**src/rtl/wb_arbiter.sv**
```systemverilog
// Two-initiator round-robin Wishbone arbiter with a wait-state watchdog.
// Grants are held for a whole cyc tenure; hung targets are aborted with err.
module wb_arbiter #(
    parameter int TIMEOUT = 15
) (
    input  logic        clk,
    input  logic        rst,

    input  logic        m0__cyc,
    input  logic        m0__stb,
    input  logic        m0__we,
    input  logic [3:0]  m0__sel,
    input  logic [29:0] m0__adr,
    input  logic [31:0] m0__dat_w,
    output logic [31:0] m0__dat_r,
    output logic        m0__ack,
    output logic        m0__err,

    input  logic        m1__cyc,
    input  logic        m1__stb,
    input  logic        m1__we,
    input  logic [3:0]  m1__sel,
    input  logic [29:0] m1__adr,
    input  logic [31:0] m1__dat_w,
    output logic [31:0] m1__dat_r,
    output logic        m1__ack,
    output logic        m1__err,

    output logic        bus__cyc,
    output logic        bus__stb,
    output logic        bus__we,
    output logic [3:0]  bus__sel,
    output logic [29:0] bus__adr,
    output logic [31:0] bus__dat_w,
    input  logic [31:0] bus__dat_r,
    input  logic        bus__ack,

    output logic        timeout
);

    localparam int CW = $clog2(TIMEOUT + 1);
    localparam logic [CW-1:0] TMAX = CW'(TIMEOUT);

    localparam logic [1:0] IDLE   = 2'd0;
    localparam logic [1:0] GRANT0 = 2'd1;
    localparam logic [1:0] GRANT1 = 2'd2;

    logic [1:0]    state_q, state_d;
    logic          last_q, last_d;
    logic [CW-1:0] cnt_q, cnt_d;
    logic          own0, own1, abort;

    // Ownership is masked by reset so a target mid-access sees cyc drop.
    assign own0 = (state_q == GRANT0) & ~rst;
    assign own1 = (state_q == GRANT1) & ~rst;

    always_comb begin
        bus__cyc   = 1'b0;
        bus__stb   = 1'b0;
        bus__we    = 1'b0;
        bus__sel   = '0;
        bus__adr   = '0;
        bus__dat_w = '0;
        if (own0) begin
            bus__cyc   = m0__cyc;
            bus__stb   = m0__stb & m0__cyc;
            bus__we    = m0__we;
            bus__sel   = m0__sel;
            bus__adr   = m0__adr;
            bus__dat_w = m0__dat_w;
        end else if (own1) begin
            bus__cyc   = m1__cyc;
            bus__stb   = m1__stb & m1__cyc;
            bus__we    = m1__we;
            bus__sel   = m1__sel;
            bus__adr   = m1__adr;
            bus__dat_w = m1__dat_w;
        end
    end

    // Ack beats abort when both land in the same cycle.
    assign abort = bus__stb & ~bus__ack & (cnt_q == TMAX);

    assign m0__ack   = own0 & bus__ack & bus__stb;
    assign m1__ack   = own1 & bus__ack & bus__stb;
    assign m0__err   = own0 & abort;
    assign m1__err   = own1 & abort;
    assign timeout   = abort;
    assign m0__dat_r = bus__dat_r;
    assign m1__dat_r = bus__dat_r;

    always_comb begin
        state_d = state_q;
        last_d  = last_q;
        case (state_q)
            IDLE: begin
                if (m0__cyc && m1__cyc)
                    state_d = last_q ? GRANT0 : GRANT1;
                else if (m0__cyc)
                    state_d = GRANT0;
                else if (m1__cyc)
                    state_d = GRANT1;
            end
            GRANT0: begin
                if (!m0__cyc) begin
                    last_d  = 1'b0;
                    state_d = m1__cyc ? GRANT1 : IDLE;
                end
            end
            GRANT1: begin
                if (!m1__cyc) begin
                    last_d  = 1'b1;
                    state_d = m0__cyc ? GRANT0 : IDLE;
                end
            end
            default: state_d = IDLE;
        endcase
    end

    always_comb begin
        cnt_d = cnt_q + CW'(1);
        if (!bus__stb || bus__ack || abort || (state_d != state_q))
            cnt_d = '0;
    end

    always_ff @(posedge clk) begin
        if (rst) begin
            state_q <= IDLE;
            last_q  <= 1'b1;
            cnt_q   <= '0;
        end else begin
            state_q <= state_d;
            last_q  <= last_d;
            cnt_q   <= cnt_d;
        end
    end

endmodule

```
**config.mk**
```make
export PLATFORM = sky130hd
export DESIGN_NAME = wb_arbiter
export DESIGN_NICKNAME = d
export VERILOG_FILES = /design/src/rtl/wb_arbiter.sv
export SDC_FILE = /design/constraint.sdc
export NUM_CORES = 1
export LEC_CHECK = 0
export CORE_AREA = 2 2 121 123
export CTS_CLUSTER_DIAMETER = 120
export DETAILED_ROUTE_END_ITERATION = 12
export DIE_AREA = 0 0 123 125
export PLACE_DENSITY = 0.54
export SKIP_CTS_REPAIR_TIMING = 1
export SYNTH_ARGS = -nofsm -noshare
export SYNTH_HDL_FRONTEND = slang
export SYNTH_SLANG_ARGS = --single-unit
```
**constraint.sdc**
```tcl
create_clock -name clk -period 1.5 [get_ports clk]
set_input_delay 0.15 -clock clk [delete_from_list [all_inputs] [get_ports clk]]
set_output_delay 0.15 -clock clk [all_outputs]
set_load 0.03 [all_outputs]
```
==> impl_metrics.env, run 1 <==
export IMPL_leakagePower_nw=1.70
export IMPL_postRouteAntennaNets=0
export IMPL_drc_errors=0
export IMPL_syn_instance_count=199
export IMPL_die_x_um=123
export IMPL_setup_slack_ns=-0.221
export IMPL_clk_pin_slew_ns=0.04
export IMPL_worstPathMaxFanout=10
export IMPL_synth_area_mm2=0.00161
export IMPL_cts_tree="done"
export IMPL_synth_most_common_cell="buf_4"
export IMPL_placed_cell_area_mm2=0.00352
export IMPL_yosysTopAreaCellShare_pct=36.4
export IMPL_fin_crit_sh_pct=115
export IMPL_cp_end_kind="output pin"
export IMPL_tightest_slew_ns=0.350
export IMPL_synth_edf_count=0
export IMPL_clock_latency_ns=0.23
export IMPL_yosysUniqueCellTypes=30
export IMPL_ys_flop_type="dfxtp_1"
export IMPL_setup_viol=73
export IMPL_fin_area_mm2=0.00414
export IMPL_syn_nets=373
export IMPL_ys_ff_latch=7
export IMPL_timing_critical_path_to="bus__dat_w[14]"
export IMPL_port_buffers=214
export IMPL_synth_top_cell_by_area="a22o_1"
export IMPL_r2r_end="cnt_q[0]"
export IMPL_initial_core_util_pct=11.4
export IMPL_syn_avg_cell_area_um2=8.11
export IMPL_fin_skew_ns=0.00110
export IMPL_area_growth_pct=156
export IMPL_r2r_cells=5
export IMPL_finalCriticalPeriod_ns=1.72
export IMPL_fin_tns_setup_ns=-11.65
export IMPL_numCtsBuffers=3
export IMPL_grt_use_total_pct=9.33
export IMPL_io_pins=311
export IMPL_ys_seq_area_share_pct=8.68
export IMPL_violations="negative setup slack"
export IMPL_pwr_density_cell_mw_per_mm2=426
export IMPL_ir_worst_vdd_mv=0.386
export IMPL_drive_gt1_share_pct=36.6
export IMPL_core_area_mm2=0.0142
export IMPL_netlist_top_cells_area="a22o_1, buf_4, dfxtp_1, buf_2, nor3b_4"
export IMPL_cap_violations=0
export IMPL_r2r_setup_slack_ns=0.07
export IMPL_rsz0062_at_grt="true"
export IMPL_critPathLaunch="state_q[0]"
export IMPL_power_total_mw=1.76
export IMPL_crit_type="flop to output pin"
export IMPL_antenna_cells=0
export IMPL_dr_pass1_iters=4
export IMPL_routabilityCongestion=0.809
export IMPL_reg2reg_from="state_q[1]"
export IMPL_hpwlAfterDp_mm=7.25
export IMPL_grt_pass1_wl_mm=11.3
export IMPL_drt_initial_drc_count=58
export IMPL_wirelength_mm=9.77
export IMPL_max_slew_margin_pct=76.7
export IMPL_grt_max_degree=41
export IMPL_via_count=2259
export IMPL_rows=44
export IMPL_critPathLaunchType="flop"
export IMPL_fmax_mhz=581
export IMPL_cts_sinks=7
export IMPL_antenna_found_initial=0
export IMPL_wl_per_cell_um=17.8
export IMPL_status="finished with violations"
export IMPL_yosys_top_cells_count="buf_4, a22o_1, buf_2"
export IMPL_cts_max_level=1
export IMPL_hold_class="input pin to output pin"
export IMPL_nets=541
export IMPL_cp_required_ns=1.35
export IMPL_yosysWarnings=0
export IMPL_synthArstFlopShare_pct=0
export IMPL_finalMaxSlewViolations=0
export IMPL_cts_buffer_depth=2
export IMPL_vias_per_cell=4.11
export IMPL_fill_cells=1469
export IMPL_crit_arrival_ns=1.57
export IMPL_die_y_um=125
export IMPL_overflow=0
export IMPL_grt_pass1_vias=2161
export IMPL_dieArea_mm2=0.0154
export IMPL_cts_root_buf="clkbuf_16"
export IMPL_final_hold_viol_count=0
==> power by group <==
part	internal [mW]	leakage (nW)	switching, mW	total, mW
Sequential	0.193	0.0583	0.00809	0.201
Combinational	0.659	1.61	0.449	1.11
Clock	0.353	0.0382	0.0975	0.451
==> layout make-up <==
type	instances	area (um^2)	share of cell area [%]
repair buffers	243	2630	63.5
well taps	184	230	5.56
clock buffers	4	78.8	1.91
multi-input cells	111	1050	25.4
inverters	1	3.75	0.0907
flip-flops and latches	7	148	3.57
==> cell usage in the layout (no fill, tap or decap), types with 3 or more instances in the layout <==
cell type	count
a22o_4	5
buf_12	11
a22o_1	62
clkbuf_16	8
dfxtp_1	5
buf_6	60
clkdlybuf4s50_1	139
nor2_1	4
buf_4	27
nor3b_4	3
==> per-layer routing <==
layer	GRT usage (%)	part of all wire [%]	vias to the layer above
met5	0	0	-
met4	1.60	0.86	0
met3	3.33	13	12
met2	18.0	54	188
met1	9.60	32	1035
li1	-	-	1024
==> cell families after synthesis <==
group | share of synthesized area [%]
compound gates | 40.6
xor+xnor | 1.09
buf+inv | 35.7
flops | 8.68
simple gates | 13.2
fa+ha+maj | 0.775
==> how the worst min path moves through the flow <==
stage / slack, ns / to / depth (start not counted) / from
floorplan: 0.26 / last_q / 1 / rst
global placement: 0.30 / m0__dat_r[19] / 0 / bus__dat_r[19]
detailed placement: 0.30 / m0__dat_r[19] / 0 / bus__dat_r[19]
CTS: 0.30 / m0__dat_r[19] / 0 / bus__dat_r[19]
global route: 0.30 / m0__dat_r[29] / 0 / bus__dat_r[29]
finish: 0.30 / m0__dat_r[1] / 0 / bus__dat_r[1]
==> stage by stage <==
step           hold slack (ns)  setup slack, ns  utilization [%]  std cells
2_1_floorplan            0.257          -0.0903                -        199
6_report                 0.300           -0.221             29.1        550
3_5_place_dp             0.300           -0.344             24.8        534
3_3_place_gp             0.300           -0.278             24.8        534
5_1_grt                  0.300           -0.271             29.1        550
4_1_cts                  0.300           -0.349             25.4        538
==> sequential cells by signal, summed over array words and instances (netlist names) <==
register	flops
last_q	1
state_q	2
cnt_q	4
==> worst max-delay path, cell delays in order, from the launching register on <==
cell and delay (ns):
dfxtp_4 0.36, nor3b_4 0.29, buf_6 0.21, buf_6 0.16
a22o_1 0.15, buf_4 0.16
Note: power is estimated with default switching activity, not from simulation.
==> run 2, diff against run 1 <==
--- a/config.mk
+++ b/config.mk
@@ -9,6 +9,7 @@
 export CTS_CLUSTER_DIAMETER = 120
 export DETAILED_ROUTE_END_ITERATION = 12
 export DIE_AREA = 0 0 123 125
+export MAX_ROUTING_LAYER = met4
 export PLACE_DENSITY = 0.54
 export SKIP_CTS_REPAIR_TIMING = 1
 export SYNTH_ARGS = -nofsm -noshare
==> run 2 against run 1 <==
Net effect: the run still ends with negative setup slack left; setup slack gained 0.0035 ns; hold slack stayed put; combinational power is essentially flat; cell count did not move; first-iteration DRC count grew 10%; non-clock buffer count unchanged; critical path depth stayed put; largest cell class unchanged; largest power group unchanged.
==> impl_metrics.env, run 2 (synthesis gave the netlist of run 1 again) <==
export IMPL_status="finished with violations"
export IMPL_violations="negative setup slack"
export IMPL_place_inst=534
export IMPL_clk_pin_slew_ns=0.04
export IMPL_postRouteAntennaNets=0
export IMPL_rows=44
export IMPL_fin_crit_sh_pct=115
export IMPL_grt_max_degree=41
export IMPL_grt_pass1_wl_mm=11.3
export IMPL_largest_register="cnt_q"
export IMPL_layout_common_cells="clkdlybuf4s50_1, a22o_1, buf_6"
export IMPL_worstPathMaxFanout=10
export IMPL_crit_type="flop to output pin"
export IMPL_finalCriticalPeriod_ns=1.72
export IMPL_numCtsBuffers=3
export IMPL_antenna_found_initial=0
export IMPL_fin_util_pct=29.1
export IMPL_dieArea_mm2=0.0154
export IMPL_antenna_cells=0
export IMPL_cap_violations=0
export IMPL_drc_errors=0
export IMPL_hold_depth=0
export IMPL_grt_use_total_pct=9.62
export IMPL_cts_root_buf="clkbuf_16"
export IMPL_clkPwrFrac_pct=25.7
export IMPL_port_buffers=214
export IMPL_cts_tree="done"
export IMPL_tightest_slew_ns=0.351
export IMPL_leakagePower_nw=1.70
export IMPL_fin_skew_ns=0.000562
export IMPL_routabilityCongestion=0.821
export IMPL_clock_latency_ns=0.23
export IMPL_dr_pass1_iters=4
export IMPL_cts_buffer_depth=2
export IMPL_crit_arrival_ns=1.57
export IMPL_via_count=2255
export IMPL_seqPwrFrac_pct=11.4
export IMPL_hold_class="input pin to output pin"
export IMPL_finalMaxSlewViolations=0
export IMPL_core_area_mm2=0.0142
export IMPL_io_pins=311
export IMPL_cp_required_ns=1.35
export IMPL_power_internal_mw=1.21
export IMPL_max_slew_margin_pct=76.6
export IMPL_setup_viol=73
export IMPL_r2r_setup_slack_ns=0.06
export IMPL_grt_pass1_vias=2160
export IMPL_drt_initial_drc_count=64
export IMPL_comb_power_share_pct=62.9
export IMPL_r2r_cells=5
export IMPL_timing_critical_path_to="bus__dat_w[14]"
export IMPL_drive_gt1_share_pct=36.6
export IMPL_nets=541
export IMPL_overflow=0
export IMPL_cp_end_kind="output pin"
export IMPL_power_total_mw=1.76
export IMPL_final_hold_viol_count=0
export IMPL_swShare_pct=31.5
export IMPL_setup_slack_ns=-0.218
export IMPL_ir_worst_vdd_mv=0.387
export IMPL_fill_cells=1469
export IMPL_hpwlAfterDp_mm=7.25
export IMPL_power_switching_uw=555
export IMPL_cts_sinks=7
export IMPL_cts_max_level=1
export IMPL_pwr_density_cell_mw_per_mm2=426
export IMPL_critPathLaunch="state_q[0]"
export IMPL_reg2reg_from="state_q[1]"
export IMPL_largest_reg_flops=4
export IMPL_wirelength_mm=9.75
export IMPL_stdcell_count=550
export IMPL_fmax_mhz=582
export IMPL_final_common_cell="clkdlybuf4s50_1"
export IMPL_initial_core_util_pct=11.4
export IMPL_die_y_um=125
export IMPL_vias_per_cell=4.10
export IMPL_r2r_end="cnt_q[0]"
export IMPL_area_growth_pct=156
export IMPL_rsz0062_at_grt="true"
export IMPL_top_regs="cnt_q x4, state_q x2, last_q x1"
export IMPL_die_x_um=123
export IMPL_wl_per_cell_um=17.7
export IMPL_whs_ns=0.300
export IMPL_critPathLaunchType="flop"
run 2: cell counts in the layout (fill, tap and decap cells not counted):
Identical to the previous run, type by type.
run 2: final cells by class:
class	count	area (um^2)	area share (%)
repair buffers	243	2630	63.5
multi-input cells	111	1050	25.4
well taps	184	230	5.56
flip-flops and latches	7	148	3.57
clock buffers	4	78.8	1.91
inverters	1	3.75	0.0907
run 2: metrics by stage:
step / setup slack (ns) / cell area [um^2] / TNS (ns)
floorplan: -0.0903 / 1640 / -0.166
global placement: -0.278 / 3520 / -16.31
detailed placement: -0.344 / 3520 / -18.67
CTS: -0.349 / 3600 / -20.82
global route: -0.271 / 4140 / -15.51
finish: -0.218 / 4140 / -11.50
run 2: metal layers:
layer	wire length, um	track usage (%)	share of wire [%]
met1	3180	9.77	33
met2	5290	17.9	54
met3	1200	3.15	12
met4	84	1.60	0.86
met5	0	-	0
run 2: worst max-delay path, stage by stage (launching register included):
cell     delay [ns]
dfxtp_4        0.36
nor3b_4        0.29
buf_6          0.21
buf_6          0.16
a22o_1         0.15
buf_4          0.16
run 2: power groups by stage:
stage	sequential [mW]	combinational, mW	clock (mW)
floorplan	0.201	0.678	0
global placement	0.206	0.960	0
detailed placement	0.207	0.964	0
CTS	0.204	0.967	0.456
global route	0.202	1.16	0.468
finish	0.201	1.11	0.452
run 2: how the worst min path moves through the flow:
stage,from,endpoint
finish,bus__dat_r[1],m0__dat_r[1]
global route,bus__dat_r[29],m0__dat_r[29]
CTS,bus__dat_r[19],m0__dat_r[19]
detailed placement,bus__dat_r[19],m0__dat_r[19]
global placement,bus__dat_r[19],m0__dat_r[19]
floorplan,rst,last_q
